File: src/rtl/sd_rd_arbiter.sv
// Round-robin arbiter sharing one sd_card sector-read port between NUM_REQ requesters; a grant lasts one sector.
// Latency: req_rd rise -> sd_rstart 2 clk (input sample + registered decision); byte path is combinational.
// Backpressure: none on the byte path; pending requests wait in IDLE, a grant is never preempted.
//
// Ports:
//   clk, rstn                   clock, asynchronous active-low reset
//   req_rd[NUM_REQ]             level read request per requester, held until its req_ack rises
//   req_lba[32*NUM_REQ]         sector number per requester, slice i = [32*i+31:32*i]
//   req_ack/req_done/req_err    registered per-requester ownership / completion pulse / timeout pulse
//   req_strobe/req_addr/req_data  byte stream, strobe gated to the granted requester only
//   grant_id                    index of current/last granted requester
//   sd_rstart/sd_rsector        read command to sd_card (registered)
//   sd_rbusy/sd_rdone/sd_outen/sd_outaddr/sd_outbyte  status and byte stream from sd_card
module sd_rd_arbiter #(
  parameter int NUM_REQ   = 2,
  parameter int START_TMO = 4096
) (
  input  logic                  clk,
  input  logic                  rstn,
  input  logic [NUM_REQ-1:0]    req_rd,
  input  logic [32*NUM_REQ-1:0] req_lba,
  output logic [NUM_REQ-1:0]    req_ack,
  output logic [NUM_REQ-1:0]    req_done,
  output logic [NUM_REQ-1:0]    req_err,
  output logic [NUM_REQ-1:0]    req_strobe,
  output logic [8:0]            req_addr,
  output logic [7:0]            req_data,
  output logic [1:0]            grant_id,
  output logic                  sd_rstart,
  output logic [31:0]           sd_rsector,
  input  logic                  sd_rbusy,
  input  logic                  sd_rdone,
  input  logic                  sd_outen,
  input  logic [8:0]            sd_outaddr,
  input  logic [7:0]            sd_outbyte
);

  localparam int CW = $clog2(START_TMO);

  typedef enum logic [2:0] {
    S_IDLE  = 3'd0,
    S_START = 3'd1,
    S_BUSY  = 3'd2,
    S_DONE  = 3'd3,
    S_ABORT = 3'd4
  } state_t;

  state_t               r_state;
  logic [NUM_REQ-1:0]   r_req;
  logic [1:0]           r_last;
  logic [1:0]           r_grant;
  logic [31:0]          r_rsector;
  logic [CW-1:0]        r_cnt;
  logic                 r_rstart;
  logic [NUM_REQ-1:0]   r_ack;
  logic [NUM_REQ-1:0]   r_done;
  logic [NUM_REQ-1:0]   r_err;

  state_t               w_state_nxt;
  logic [1:0]           w_last_nxt;
  logic [1:0]           w_grant_nxt;
  logic [31:0]          w_rsector_nxt;
  logic [CW-1:0]        w_cnt_nxt;
  logic                 w_rstart_nxt;
  logic [NUM_REQ-1:0]   w_ack_nxt;
  logic [NUM_REQ-1:0]   w_done_nxt;
  logic [NUM_REQ-1:0]   w_err_nxt;
  logic [NUM_REQ-1:0]   w_onehot_nxt;
  logic [NUM_REQ-1:0]   w_onehot_cur;

  logic [3:0]           w_req4;
  logic [2:0]           w_sum;
  logic [1:0]           w_pick;
  logic                 w_any;
  logic [31:0]          w_lba [4];

  // Zero-padded views so the arbitration loop can index a fixed 4-slot space for any NUM_REQ.
  assign w_req4 = 4'(r_req);

  for (genvar gi = 0; gi < 4; gi++) begin : g_lba
    if (gi < NUM_REQ) begin : g_on
      assign w_lba[gi] = req_lba[32*gi +: 32];
    end else begin : g_off
      assign w_lba[gi] = '0;
    end
  end

  // Round-robin pick: first pending requester scanning upward from last+1, wrapping mod NUM_REQ.
  // last+k never exceeds 2*NUM_REQ-1, so a single conditional subtract implements the wrap.
  always_comb begin
    w_pick = r_last;
    w_any  = 1'b0;
    w_sum  = '0;
    for (int k = 1; k <= NUM_REQ; k++) begin
      w_sum = 3'(r_last) + 3'(k);
      if (w_sum >= 3'(NUM_REQ)) begin
        w_sum = w_sum - 3'(NUM_REQ);
      end
      if (!w_any && w_req4[w_sum[1:0]]) begin
        w_any  = 1'b1;
        w_pick = w_sum[1:0];
      end
    end
  end

  always_comb begin
    w_state_nxt   = r_state;
    w_last_nxt    = r_last;
    w_grant_nxt   = r_grant;
    w_rsector_nxt = r_rsector;
    w_cnt_nxt     = r_cnt;
    case (r_state)
      S_IDLE: begin
        if (w_any) begin
          w_state_nxt   = S_START;
          w_grant_nxt   = w_pick;
          w_rsector_nxt = w_lba[w_pick];
          w_cnt_nxt     = '0;
        end
      end
      S_START: begin
        // Busy wins over a timeout landing in the same cycle.
        if (sd_rbusy) begin
          w_state_nxt = S_BUSY;
        end else if (r_cnt == CW'(START_TMO - 1)) begin
          w_state_nxt = S_ABORT;
        end else if (r_cnt != '1) begin
          w_cnt_nxt = r_cnt + 1'b1;
        end
      end
      S_BUSY: begin
        if (sd_rdone || !sd_rbusy) begin
          w_state_nxt = S_DONE;
        end
      end
      S_DONE, S_ABORT: begin
        w_state_nxt = S_IDLE;
        w_last_nxt  = r_grant;
      end
      default: begin
        w_state_nxt = S_IDLE;
      end
    endcase

    // Handshake outputs are decoded from the next state so they come straight out of flops.
    w_onehot_nxt = NUM_REQ'(1) << w_grant_nxt;
    w_rstart_nxt = (w_state_nxt == S_START);
    w_ack_nxt    = (w_state_nxt == S_START || w_state_nxt == S_BUSY) ? w_onehot_nxt : '0;
    w_done_nxt   = (w_state_nxt == S_DONE || w_state_nxt == S_ABORT) ? w_onehot_nxt : '0;
    w_err_nxt    = (w_state_nxt == S_ABORT) ? w_onehot_nxt : '0;
  end

  always_ff @(posedge clk or negedge rstn) begin
    if (!rstn) begin
      r_state   <= S_IDLE;
      r_req     <= '0;
      r_last    <= 2'(NUM_REQ - 1);
      r_grant   <= '0;
      r_rsector <= '0;
      r_cnt     <= '0;
      r_rstart  <= 1'b0;
      r_ack     <= '0;
      r_done    <= '0;
      r_err     <= '0;
    end else begin
      r_state   <= w_state_nxt;
      r_req     <= req_rd;
      r_last    <= w_last_nxt;
      r_grant   <= w_grant_nxt;
      r_rsector <= w_rsector_nxt;
      r_cnt     <= w_cnt_nxt;
      r_rstart  <= w_rstart_nxt;
      r_ack     <= w_ack_nxt;
      r_done    <= w_done_nxt;
      r_err     <= w_err_nxt;
    end
  end

  // Byte path: only the owner sees strobes, and only while the card is actually transferring.
  assign w_onehot_cur = NUM_REQ'(1) << r_grant;
  assign req_strobe   = (sd_outen && r_state == S_BUSY) ? w_onehot_cur : '0;
  assign req_addr     = sd_outaddr;
  assign req_data     = sd_outbyte;

  assign req_ack    = r_ack;
  assign req_done   = r_done;
  assign req_err    = r_err;
  assign grant_id   = r_grant;
  assign sd_rstart  = r_rstart;
  assign sd_rsector = r_rsector;

endmodule

File: config.mk
export PLATFORM = sky130hd
export DESIGN_NAME = sd_rd_arbiter
export DESIGN_NICKNAME = d
export VERILOG_FILES = /design/src/rtl/sd_rd_arbiter.sv
export SDC_FILE = /design/constraint.sdc
export NUM_CORES = 1
export LEC_CHECK = 0
export ABC_AREA = 0
export ABC_CLOCK_PERIOD_IN_PS = 1800
export CAP_MARGIN = 20
export CORE_UTILIZATION = 37
export CTS_BUF_LIST = sky130_fd_sc_hd__clkbuf_16
export CTS_CLUSTER_DIAMETER = 100
export DETAILED_ROUTE_END_ITERATION = 12
export PLACE_DENSITY = 0.77
export SYNTH_ARGS = -nofsm -noshare
export SYNTH_HDL_FRONTEND = slang
export SYNTH_SLANG_ARGS = --single-unit
File: constraint.sdc
create_clock -name clk -period 1.8 [get_ports clk]
set_input_delay 0.18 -clock clk [delete_from_list [all_inputs] [get_ports clk]]
set_output_delay 0.18 -clock clk [all_outputs]
set_load 0.02 [all_outputs]
# Word level (Yosys, flattened, before mapping)
# Index checks and enable logic that the tools add are counted.
dict set report totals {
  in_bits 88
  register_bits 60
  output_inout_bits 60
  elab_cells 78
}
dict set report classes {
  shift 2
  bitwise 1
  eq_ne 14
  mux 29
  add_sub_neg 5
  magnitude_cmp 5
  n_reduce_logical 12
}
# cell count
set ops {}
lappend ops {{binary-select mux 32 bit (select 2 bit)} 1}
lappend ops {{two-way mux 32 bit} 2}
lappend ops {{two-way mux 12 bit} 4}
lappend ops {{case mux 12 bit (2 select lines)} 1}
lappend ops {{two-way mux 2 bit} 10}
lappend ops {{adder 12 x 1 -> 12 bit, second input constant} 1}
lappend ops {{== test 12 bit, second input constant} 1}
lappend ops {{== test 3 x 2 -> 1 bit, second input constant} 4}
lappend ops {{two-way mux 3 bit} 4}
lappend ops {{!= test 12 bit, second input constant} 1}
lappend ops {{case mux 3 bit (3 select lines)} 1}
lappend ops {{!= test 2 bit, second input constant} 4}
lappend ops {{== test 3 x 1 -> 1 bit, second input constant} 2}
lappend ops {{== test 3 bit, second input constant} 2}
lappend ops {{greater-or-equal comparator 3 x 2 -> 1 bit, second input constant} 2}
lappend ops {{< comparator 2 x 3 -> 1 bit, second input constant} 2}
lappend ops {{AND reduction 5 bit} 1}
lappend ops {{binary-select mux 1 bit (select 2 bit)} 2}
lappend ops {{two-way mux 1 bit} 4}
lappend ops {{left shift 1 x 2 -> 2 bit, first input constant} 2}
lappend ops {{subtractor 2 bit, second input constant} 2}
lappend ops {{adder 2 x 1 -> 3 bit, second input constant} 1}
lappend ops {{adder 2 x 2 -> 3 bit, second input constant} 1}
lappend ops {{greater-or-equal comparator 3 bit, second input constant} 1}
lappend ops {{8 further kinds} 12}

# Logic depth before layout (Yosys ltp)
# Gate-level depths: netlist of the first run.
dict set report logic_depth {
  depth_word 14
  ltp_mapped 7
  depth_no_buf 5
}

# Least setup slack after synthesis of the first run
# Ideal clock, no wire load.
dict set report synth_path {
  path_kind {register to register}
  startpoint {reg r_state[1]}
  endpoint {reg r_rsector[16] (netlist: sd_rsector[16])}
  stages_incl_launch_ff 7
  arrival_ps 1647
  path_buffers 2
  setup_slack_ps 20
  required_time_ps 1667
  setup_time_ps 133
  cell_sequence {dfrtp_1 -> or2_4 -> a2111o_1 -> buf_2 -> buf_2 -> nand2_1 -> o21ai_0}
}
dict set report synth_between {
  elab_chain_len 2
}
# element line
set synth_rtl {}
lappend synth_rtl {{start: declaration} 48} ;# state_t r_state;
lappend synth_rtl {{start signal: assignment} 166} ;# r_state <= w_state_nxt;
lappend synth_rtl {{zero test 3 bit} 112} ;# case (r_state)
lappend synth_rtl {{AND reduction 2 bit (no source line)} n/a}
lappend synth_rtl {{end signal: assignment} 170} ;# r_rsector <= w_rsector_nxt;
lappend synth_rtl {{end: declaration} 52} ;# logic [31:0] r_rsector;
# Every way passes these cells.
# A chain may end at the register's enable or synchronous reset.

# Worst setup path in the final report of the first run
dict set report layout_path {
  startpoint {reg r_state[1]}
  endpoint {reg r_cnt[11]}
}
dict set report layout_between {
  elab_chain_len 3
  word_cells_on_any_way 9
  cone_classes {eq/ne: 5; mux: 1; reduce/logical: 3}
}
# element line
set layout_rtl {}
lappend layout_rtl {{== test 3 x 1 -> 1 bit or zero test 3 bit (tied branches)} 112}
lappend layout_rtl {{!= test 2 bit (no source line) or nonzero test 2 bit (tied branches)} n/a}
lappend layout_rtl {{AND reduction 5 bit (no source line)} n/a}
lappend layout_rtl {{end signal: assignment} 171} ;# r_cnt <= w_cnt_nxt;
lappend layout_rtl {{end: declaration} 53} ;# logic [CW-1:0] r_cnt;
# Several ways; a longest one is shown, not always the timed one.

==> results of run 1 <==
per-layer routing:
metal	global-route usage [%]	share of wire (%)	vias up
li1	-	-	1260
met1	20.7	41	1185
met2	30.1	50	86
met3	6.22	6.1	20
met4	8.85	2.6	0
met5	0	0	-
worst max-delay path, delay by kind of cell (launching register included):
kind                   cells  cell delay (ns)
DFF                        1             0.44
buffers and inverters      1             0.16
and+or+nand+nor            3             0.95
AOI/OAI and AO/OA          1             0.14
placed cells by master, fill, tap and decap left out, drive strengths merged, types with 6 or more instances in the layout:
master	count
clkdlybuf4s50	110
inv	8
mux2i	34
clkbuf	11
nand2b	6
nor2	8
a21oi	8
dfrtp	59
o21ai	37
nand3	8
o31ai	9
nand2	40
buf	31
kinds of logic (layout without fill, tap and decap cells):
logic type / Yosys count / count (layout) / share of synthesized area, %
and+or+nand+nor: 81 / 81 / 14.1
AOI/OAI and AO/OA: 71 / 71 / 15.3
DFF: 60 / 60 / 50.5
buffers and inverters: 39 / 165 / 7.73
muxes: 35 / 35 / 11.9
adders and majority gates: 1 / 1 / 0.420
metrics by stage:
step	cells	area, µm²	hold slack (ns)	TNS, ns	power [µW]
floorplan	287	2980	-0.116	0	4090
global placement	498	4270	0.200	-0.342	5470
detailed placement	498	4270	0.200	-0.885	5560
CTS	513	4530	0.291	-0.0139	7040
global route	515	4600	0.290	-0.0508	7470
finish	515	4600	0.299	0	7000
cells in the mapped netlist (2+ instances only):
cell type / number
a211oi_1: 2
a21oi_1: 8
a221oi_1: 2
buf_2: 10
buf_4: 17
clkbuf_1: 4
dfrtp_1: 59
inv_1: 7
mux2i_1: 34
nand2_1: 40
nand2b_1: 6
nand3_1: 8
nand4_1: 2
nor2_1: 8
o211ai_1: 2
o21ai_0: 33
o21ai_1: 4
o22ai_1: 3
o31ai_1: 9
o41ai_1: 2
or3_1: 3
or4_1: 5
worst paths after layout:
path / start / end / depth (start not counted) / slack (ns)
max in group asynchronous: rstn / r_last[0] / 3 / 1.00
min reg2reg: sd_rsector[13] / sd_rsector[13] / 2 / 0.47
max reg2reg: r_state[1] / r_cnt[11] / 5 / 0.04
min: req_rd[0] / r_req[0] / 1 / 0.30
max: r_state[1] / r_cnt[11] / 5 / 0.04
min in group asynchronous: rstn / r_cnt[7] / 3 / 0.39
final cells by class:
cell class | count | share of cell area [%]
sequential | 60 | 32.7
clock inverter | 5 | 0.490
tap | 102 | 2.78
clock buffer | 9 | 4.90
timing repair buffer | 144 | 29.8
inverter | 7 | 0.571
multi-input combinational | 188 | 28.7
power by group through the flow:
stage	Clock (µW)	Sequential (µW)	Combinational, µW
2_1_floorplan	0	2640	1450
3_3_place_gp	0	2120	3350
3_5_place_dp	0	2140	3420
4_1_cts	1470	2120	3440
5_1_grt	1530	2190	3750
6_report	1440	2120	3440
what timing repair did:
item,CTS,global route
pin swaps,0,3
endpoints found under the hold margin,59,0
gates cloned,0,0
hold buffers,1,0
gates resized for setup,3,16
setup endpoints to repair,5,32
setup buffers,0,2
flip-flops by register name (all words and copies together) (netlist names):
| signal | cells |
|---|---|
| grant_id | 2 |
| r_cnt | 12 |
| r_last | 2 |
| r_req | 2 |
| r_state | 3 |
| req_ack | 2 |
| req_done | 2 |
| req_err | 2 |
| sd_rsector | 32 |
| sd_rstart | 1 |
==> summary.txt, run 1 <==
Cells and area
  – Fillers: 660
  – Antenna fix cells: 0
  – Area grow syn2layout: 54.4%
  – Fin util: 59.2%
  – Register area: 0.00150 mm²
  – Layout cells sized above 1: 15.3%
  – # nets final: 499
  – Multi-input gate area: 0.00132 mm²

Floorplan
  – # IOs: about 150
  – Core area: 0.00777 mm²
  – Die Height: 91.7 µm
  – Initial core utilization: 38.3%
  – Row cnt: 32
  – Die area: 0.00841 mm²
  – Die width: 91.7 µm

Setup path
  – Crit. End Element: flop
  – Worst EP arrival: 2.01 ns
  – Slowest CP cell: or4_4
  – Max stage delay on crit path: between 0.5 and 0.6 ns
  – Crit-path max FO: 7
  – Ordered cell list for the critical path: nor4b_4 > buf_4 > nand4_4 > or4_4 > a21oi_2
  – Req. time, crit path: slightly above 2 ns
  – Critical path launch point type: flop
  – Crit Path Category: reg2reg

STA
  – Clock skew: ~0.0042 ns
  – Highest Clock Rate: roughly 570 MHz
  – Period minus WS final: 1.76 ns
  – Pins Over Slew Limit: 0
  – Slew @ Worst Pin: about 0.46 ns
  – Setup violators final: 0
  – RSZ-0062 raised after global routing: yes
  – Final Hold Viols: 0
  – Final Cycle Share: 98.0%
  – Slew HR: just under 70%
  – Setup ws final: 0.0354 ns

Clocking
  – CTS H-tree lvls: 3
  – Total CTS buffers: 9
  – CTS Sinks: 60
  – Clk Latency, worst-skew pair: 0.32 ns
  – Clock transition at the registers of the reported paths: 0.05 ns
  – Clk buf depth: 2
  – CTS tree: built
  – CTS root buffer: clkbuf_16

Yosys
  – Avg Cell Area, Syn: between 10 and 15 µm²
  – Net count after synthesis: 376
  – Syn Std Cell Area: 0.00298 mm²
  – Synth unique cells: 41
  – Mapped Cells: approximately 290
  – Synth top area cells: dfrtp_1 50%, mux2i_1 11%, o21ai_0 5.5%
  – Synth Warn #: 0
  – Number of flops mapped to enable cells by yosys: 0
  – Register area share after synthesis: 50.5%
  – Main synth FF type: dfrtp_1
  – #FFs+latches synth: 60
  – Synth top area share: between 40 and 50%
  – Async set-reset flop share out of synthesis: 100%
  – Cell taking the most area after synthesis: dfrtp_1

Detailed routing
  – First DRT Iteration DRCs: 76
  – Antenna-violating nets left: 0
  – Via count: 2,551
  – Routed WL: 7200 µm
  – Drt pass-1 iters: 4
  – Mean routed wirelength per cell: 14.0 µm
  – Vias/cell: ~5.0
  – DRC violations left: 0

Hold path
  – Worst hold path class: in2reg

Job
  – Max-cap violation count: 0

Placement
  – # port buffers: approximately 110
  – Final GP Congestion: 0.777
  – HPWL Detailed: about 5300 µm
  – Post-Place Setup Slack: -0.160 ns

Power and ir drop
  – Seq pwr share: between 30% and 40%
  – Switching part of the total: 37.0%
  – Power per cell area: approximately 1500 mW/mm²
  – Net Sw Power: 2590 µW
  – Gate power share: about 49%
  – Max VDD drop: about 700 µV
  – Leak: between 0.0015 and 0.002 µW
  – Power Internal: 4410 µW
  – Clock power frac: approximately 21%

Global route
  – Initial antenna violation count: 0
  – Largest net degree at the start of global routing: 46
  – Vias in the first global route: between 2,000 and 3,000
  – First-pass GRT wire length: between 10,000 and 15,000 µm
  – Gr usage total: 18.1%
  – Total gr overflow: 0

Run status
  – Status: finished, final reports clean
Power figures use the tool's default switching activity.
==> run 2, diff against run 1 <==
- CORE_MARGIN: not set -> 5
==> summary.txt, run 2 (synthesis gave the netlist of run 1 again) <==
Run status
  – Violations in the final reports: setup timing
  – Status: finished with violations

Setup path
  – Crit Path Category: reg2reg
  – R2R depth: 5 (unchanged)
  – CP delay by family, top: simple AND/OR/NAND/NOR gates
  – Max stage delay on crit path: 0.51 ns (about the same)
  – Slowest CP cell: or4_4
  – CP Buf/Inv Count: 1 (unchanged)
  – Ordered cell list for the critical path: nor4b_4 > buf_4 > nand4_4 > or4_4 > a21oi_2
  – Critical path launch point type: flop
  – Worst EP arrival: 2.05 ns (+0.04 ns)
  – Crit. End Element: flop
  – Req. time, crit path: 2.04 ns (about the same)
  – Crit-path max FO: 7 (unchanged)
  – Crit. path cell count: 5 (unchanged)

Cells and area
  – Most frequent cells in the layout: 110 x clkdlybuf4s50_1, 56 x dfrtp_1, 40 x nand2_1
  – Area grow syn2layout: 56.0%
  – Commonest non-fill, non-tap cell in the layout: clkdlybuf4s50_1
  – Antenna fix cells: 0 (unchanged)
  – Layout cells sized above 1: 15.1% (-0.11 points)
  – # nets final: 500 (+0.20%)
  – Fin util: 59.8% (+0.60 points)
  – Fillers: 658 (-0.30%)
  – Max FFs per register: 32 (unchanged)
  – Fin area: 0.00464 mm² (+1.0%)

Detailed routing
  – First DRT Iteration DRCs: 89 (+17%)
  – Antenna-violating nets left: 0 (unchanged)
  – Via count: 2,587 (+1.4%)
  – Vias/cell: 4.99 (+0.82%)
  – DRC violations left: 0 (unchanged)
  – Mean routed wirelength per cell: 15.0 µm (+7.6%)
  – Routed WL: 7790 µm (+8.2%)
  – Routed wl met3: 627 µm (+43%)
  – Metal-1 WL: 3030 µm (+2.6%)
  – Met2 Routed Length: 3980 µm (+9.7%)
  – Top layer in use: met4
  – Drt pass-1 iters: 4 (unchanged)

Job
  – Max-cap violation count: 0 (unchanged)

Clocking
  – Clk buf depth: 2 (unchanged)
  – Clk Latency, worst-skew pair: 0.32 ns (about the same)
  – CTS Sinks: 60 (unchanged)
  – CTS H-tree lvls: 3 (unchanged)
  – CTS tree: built
  – Clock transition at the registers of the reported paths: 0.05 ns (about the same)
  – Total CTS buffers: 9 (unchanged)
  – CTS root buffer: clkbuf_16

STA
  – RSZ-0062 raised after global routing: yes
  – Highest Clock Rate: 554 MHz (-2.2%)
  – Clock skew: 0.00663 ns (+0.00238 ns)
  – Final Hold Viols: 0 (unchanged)
  – Slew HR: 72.1% (+2.7 points)
  – Pins Over Slew Limit: 0 (unchanged)
  – Setup violators final: 1 (+1)
  – Final Cycle Share: 100% (+2.2 points)
  – Period minus WS final: 1.80 ns (+0.0393 ns)
  – Setup ws final: -0.00389 ns (-0.0393 ns)
  – Slew @ Worst Pin: 0.415 ns (-0.0425 ns)

Power and ir drop
  – Power Internal: 4580 µW (+3.7%)
  – Power per cell area: 1560 mW/mm² (+2.4%)
  – Seq pwr share: 29.4% (-0.9 points)
  – Switching part of the total: 36.8% (-0.17 points)
  – Net Sw Power: 2670 µW (+3.0%)
  – Leak: 0.00198 µW (+0.29%)
  – Clock power frac: 22.3% (+1.8 points)
  – Max VDD drop: 850 µV (+22%)
  – Gate power share: 48.3% (-0.9 points)

Floorplan
  – Die width: 99.7 µm (+8.7%)
  – Die Height: 99.7 µm (+8.7%)
  – Initial core utilization: 38.3% (unchanged)
  – # IOs: 148 (unchanged)
  – Die area: 0.00994 mm² (+18%)
  – Core area: 0.00777 mm² (unchanged)
  – Row cnt: 32 (unchanged)

Global route
  – Vias in the first global route: 2,681 (+3.9%)
  – Largest net degree at the start of global routing: 61 (+33%)
  – First-pass GRT wire length: 12,600 µm (+6.8%)
  – Initial antenna violation count: 0 (unchanged)
  – Gr usage total: 15.9% (-2.2 points)
  – Total gr overflow: 0 (unchanged)

Placement
  – Final GP Congestion: 0.808 (+4.0%)
  – Area post-placement: 0.00429 mm² (+0.47%)
  – Post-Place Setup Slack: -0.160 ns (-0.000924 ns)
  – HPWL Detailed: 5920 µm (+12%)
  – # port buffers: 113 (unchanged)

Hold path
  – Worst hold path class: in2reg
  – Hold depth: 1 (unchanged)
==> run 2: metrics by stage <==
step / TNS (ns) / power (µW) / cells / hold WS (ns)
after floorplan: 0 / 4090 / 287 / -0.116
final: -0.00389 / 7250 / 518 / 0.306
after CTS: 0 / 7310 / 516 / 0.297
after detailed placement: -0.826 / 5670 / 499 / 0.212
after global placement: -0.356 / 5540 / 499 / 0.210
after global routing: -0.132 / 7720 / 518 / 0.318
==> run 2: per-layer routing <==
metal,track usage (%),vias to the layer above
met3,5.19,16
li1,-,1265
met5,0,-
met4,7.46,0
met1,18.2,1206
met2,26.8,100
==> run 2: worst register-to-register path, cell delays in order (launching register included) <==
cell     delay, ns
dfrtp_2       0.43
nor4b_4       0.29
buf_4         0.19
nand4_4       0.15
or4_4         0.51
a21oi_2       0.16
==> run 2: area by class of cell <==
cell class,instances,area (µm²),area share (%)
Multi-Input combinational cell,188,1310,28.3
Sequential cell,60,1510,32.4
Clock buffer,9,225,4.85
Clock inverter,7,57.6,1.24
Tap cell,102,128,2.75
Timing Repair Buffer,145,1390,29.9
Inverter,7,26.3,0.566
==> run 2: worst paths after layout <==
| kind | from | end | slack (ns) |
|---|---|---|---|
| worst max-delay path | r_state[2] | r_cnt[11] | -0.004 |
| worst min-delay path | req_rd[1] | r_req[1] | 0.31 |
| worst max register to register | r_state[2] | r_cnt[11] | -0.004 |
| worst min register to register | sd_rsector[18] | sd_rsector[18] | 0.48 |
| max in group asynchronous | rstn | r_last[0] | 1.10 |
| min in group asynchronous | rstn | req_ack[0] | 0.40 |
==> run 2: timing repair <==
action,CTS,global route
hold buffers,1,0
pin swaps,1,5
setup endpoints to repair,4,18
endpoints found under the hold margin,59,0
buffers inserted,0,2
gates resized for setup,3,14
==> run 2: power groups by stage <==
stage | sequential [µW] | clock [µW] | combinational, µW
after floorplan | 2640 | 0 | 1450
after global placement | 2120 | 0 | 3430
after detailed placement | 2150 | 0 | 3520
after CTS | 2130 | 1650 | 3530
after global routing | 2200 | 1710 | 3820
final | 2130 | 1620 | 3500
==> run 3, diff against run 2 <==
- GPL_ROUTABILITY_DRIVEN: not set -> 0
- SKIP_CTS_REPAIR_TIMING: not set -> 1
- TNS_END_PERCENT: not set -> 5
==> summary.txt, run 3 (synthesis gave the netlist of run 1 again) <==
STA
  – Setup violators final: 0 (-1)
  – Setup ws final: 0.0107 ns (+0.0146 ns)
  – Final Hold Viols: 0 (unchanged)
  – Highest Clock Rate: 559 MHz (+0.81%)
  – Slew @ Worst Pin: 0.421 ns (+0.00570 ns)
  – Pins Over Slew Limit: 0 (unchanged)
  – Final hold slack: 0.306 ns (+0.000385 ns)
  – Slew HR: 71.7% (-0.38 points)
  – Final Cycle Share: 99.4% (-0.81 points)
  – Clock skew: 0.00710 ns (+0.000469 ns)
  – RSZ-0062 raised after global routing: yes
  – Period minus WS final: 1.79 ns (-0.0146 ns)

Floorplan
  – Die width: 99.7 µm (unchanged)
  – Initial core utilization: 38.3% (unchanged)
  – Die Height: 99.7 µm (unchanged)
  – Row cnt: 32 (unchanged)
  – # IOs: 148 (unchanged)
  – Core area: 0.00777 mm² (unchanged)
  – Die area: 0.00994 mm² (unchanged)

Global route
  – Largest net degree at the start of global routing: 61 (unchanged)
  – Total gr overflow: 0 (unchanged)
  – First-pass GRT wire length: 12,600 µm (unchanged)
  – Initial antenna violation count: 0 (unchanged)
  – Gr usage total: 15.9% (unchanged)
  – Vias in the first global route: 2,682 (+0.037%)

Power and ir drop
  – Power Internal: 4580 µW (about the same)
  – Gate power share: 48.2% (about the same)
  – Max VDD drop: 849 µV (about the same)
  – Switching part of the total: 36.7% (-0.083 points)
  – Clock power frac: 22.4% (about the same)
  – Net Sw Power: 2650 µW (-0.44%)
  – Seq pwr share: 29.4% (about the same)
  – Leak: 0.00201 µW (+1.2%)
  – Power per cell area: 1570 mW/mm² (+0.38%)

Hold path
  – Worst hold path class: in2reg
  – Launch point of the worst hold path: req_rd[1]

Setup path
  – Critical path launch point type: flop
  – Crit Path Category: reg2reg
  – Crit-path max FO: 6 (-1)
  – Crit path from: r_state[2]
  – Critical R2R Launch: r_state[2]
  – Crit. End Element: flop
  – Slowest CP cell: dfrtp_2
  – Max stage delay on crit path: 0.44 ns (-0.07 ns)
  – Worst EP arrival: 2.03 ns (-0.02 ns)
  – Ordered cell list for the critical path: nor4b_4 > o41ai_4 > buf_4 > or3_1 > a21oi_1
  – Req. time, crit path: 2.04 ns (about the same)

Detailed routing
  – First DRT Iteration DRCs: 101 (+13%)
  – Antenna-violating nets left: 0 (unchanged)
  – Drt pass-1 iters: 4 (unchanged)
  – Mean routed wirelength per cell: 14.9 µm (-0.71%)
  – DRC violations left: 0 (unchanged)
  – Routed WL: 7700 µm (-1.1%)
  – Via count: 2,581 (-0.23%)
  – Vias/cell: 5.00 (+0.15%)

Cells and area
  – Most frequent cells in the layout: 110 x clkdlybuf4s50_1, 57 x dfrtp_1, 40 x nand2_1
  – Max FFs per register: 32 (unchanged)
  – Antenna fix cells: 0 (unchanged)
  – Area grow syn2layout: 55.0%
  – Fin util: 59.4% (-0.35 points)
  – Layout cells sized above 1: 13.3% (-1.9 points)
  – Fillers: 657 (-0.15%)
  – Commonest non-fill, non-tap cell in the layout: clkdlybuf4s50_1
  – # nets final: 498 (-0.40%)

Placement
  – # port buffers: 113 (unchanged)
  – Post-Place Setup Slack: -0.160 ns (unchanged)
  – HPWL Detailed: 5920 µm (unchanged)

Clocking
  – Clk buf depth: 2 (unchanged)
  – Clock transition at the registers of the reported paths: 0.05 ns (about the same)
  – CTS root buffer: clkbuf_16
  – CTS Sinks: 60 (unchanged)
  – CTS tree: built
  – Total CTS buffers: 9 (unchanged)
  – CTS H-tree lvls: 3 (unchanged)
  – Clk Latency, worst-skew pair: 0.32 ns (about the same)

Run status
  – Status: finished, final reports clean

Job
  – Max-cap violation count: 0 (unchanged)
## run 3: worst max-delay path, delay by kind of cell (launching register included)
family | cells | cell delay, ns
flops | 1 | 0.44
compound gates | 2 | 0.33
simple gates | 2 | 0.76
buf+inv | 1 | 0.19
## run 3: area by class of cell
type,instances,area (µm²),area share [%]
clock buffer,9,225,4.88
clock inverter,7,57.6,1.25
inverter,7,26.3,0.569
multi-input combinational,188,1290,28.0
sequential,60,1510,32.6
tap,102,128,2.76
timing repair buffer,143,1380,30.0
## run 3: metal layers
layer  part of all wire [%]  global-route usage, %  up-vias
met2                     51                   26.8       92
met5                      0                      0        -
met1                     39                   18.1     1214
li1                       -                      -     1261
met4                    1.9                   7.46        0
met3                    7.8                   5.26       14
## run 3: path summary, 6_finish.rpt
| check | endpoint | slack [ns] | depth (start not counted) |
|---|---|---|---|
| min | r_req[1] | 0.31 | 1 |
| max in group asynchronous | r_last[0] | 1.08 | 3 |
| max | r_cnt[4] | 0.01 | 5 |
| min reg2reg | sd_rsector[18] | 0.48 | 2 |
| max reg2reg | r_cnt[4] | 0.01 | 5 |
| min in group asynchronous | r_cnt[8] | 0.38 | 3 |
## run 3: through the flow
stage / power (µW) / setup TNS [ns] / area (µm²) / instances
after floorplan: 4090 / 0 / 2980 / 287
after global placement: 5540 / -0.356 / 4290 / 499
after detailed placement: 5670 / -0.826 / 4290 / 499
after CTS: 7310 / -0.578 / 4580 / 515
after global routing: 7700 / -0.335 / 4620 / 516
final: 7230 / 0 / 4620 / 516
## run 3: power groups by stage
stage | Clock, µW | Combinational [µW] | Sequential [µW]
2_1_floorplan | 0 | 1450 | 2640
3_3_place_gp | 0 | 3430 | 2120
3_5_place_dp | 0 | 3520 | 2150
4_1_cts | 1650 | 3530 | 2130
5_1_grt | 1700 | 3800 | 2190
6_report | 1620 | 3480 | 2130
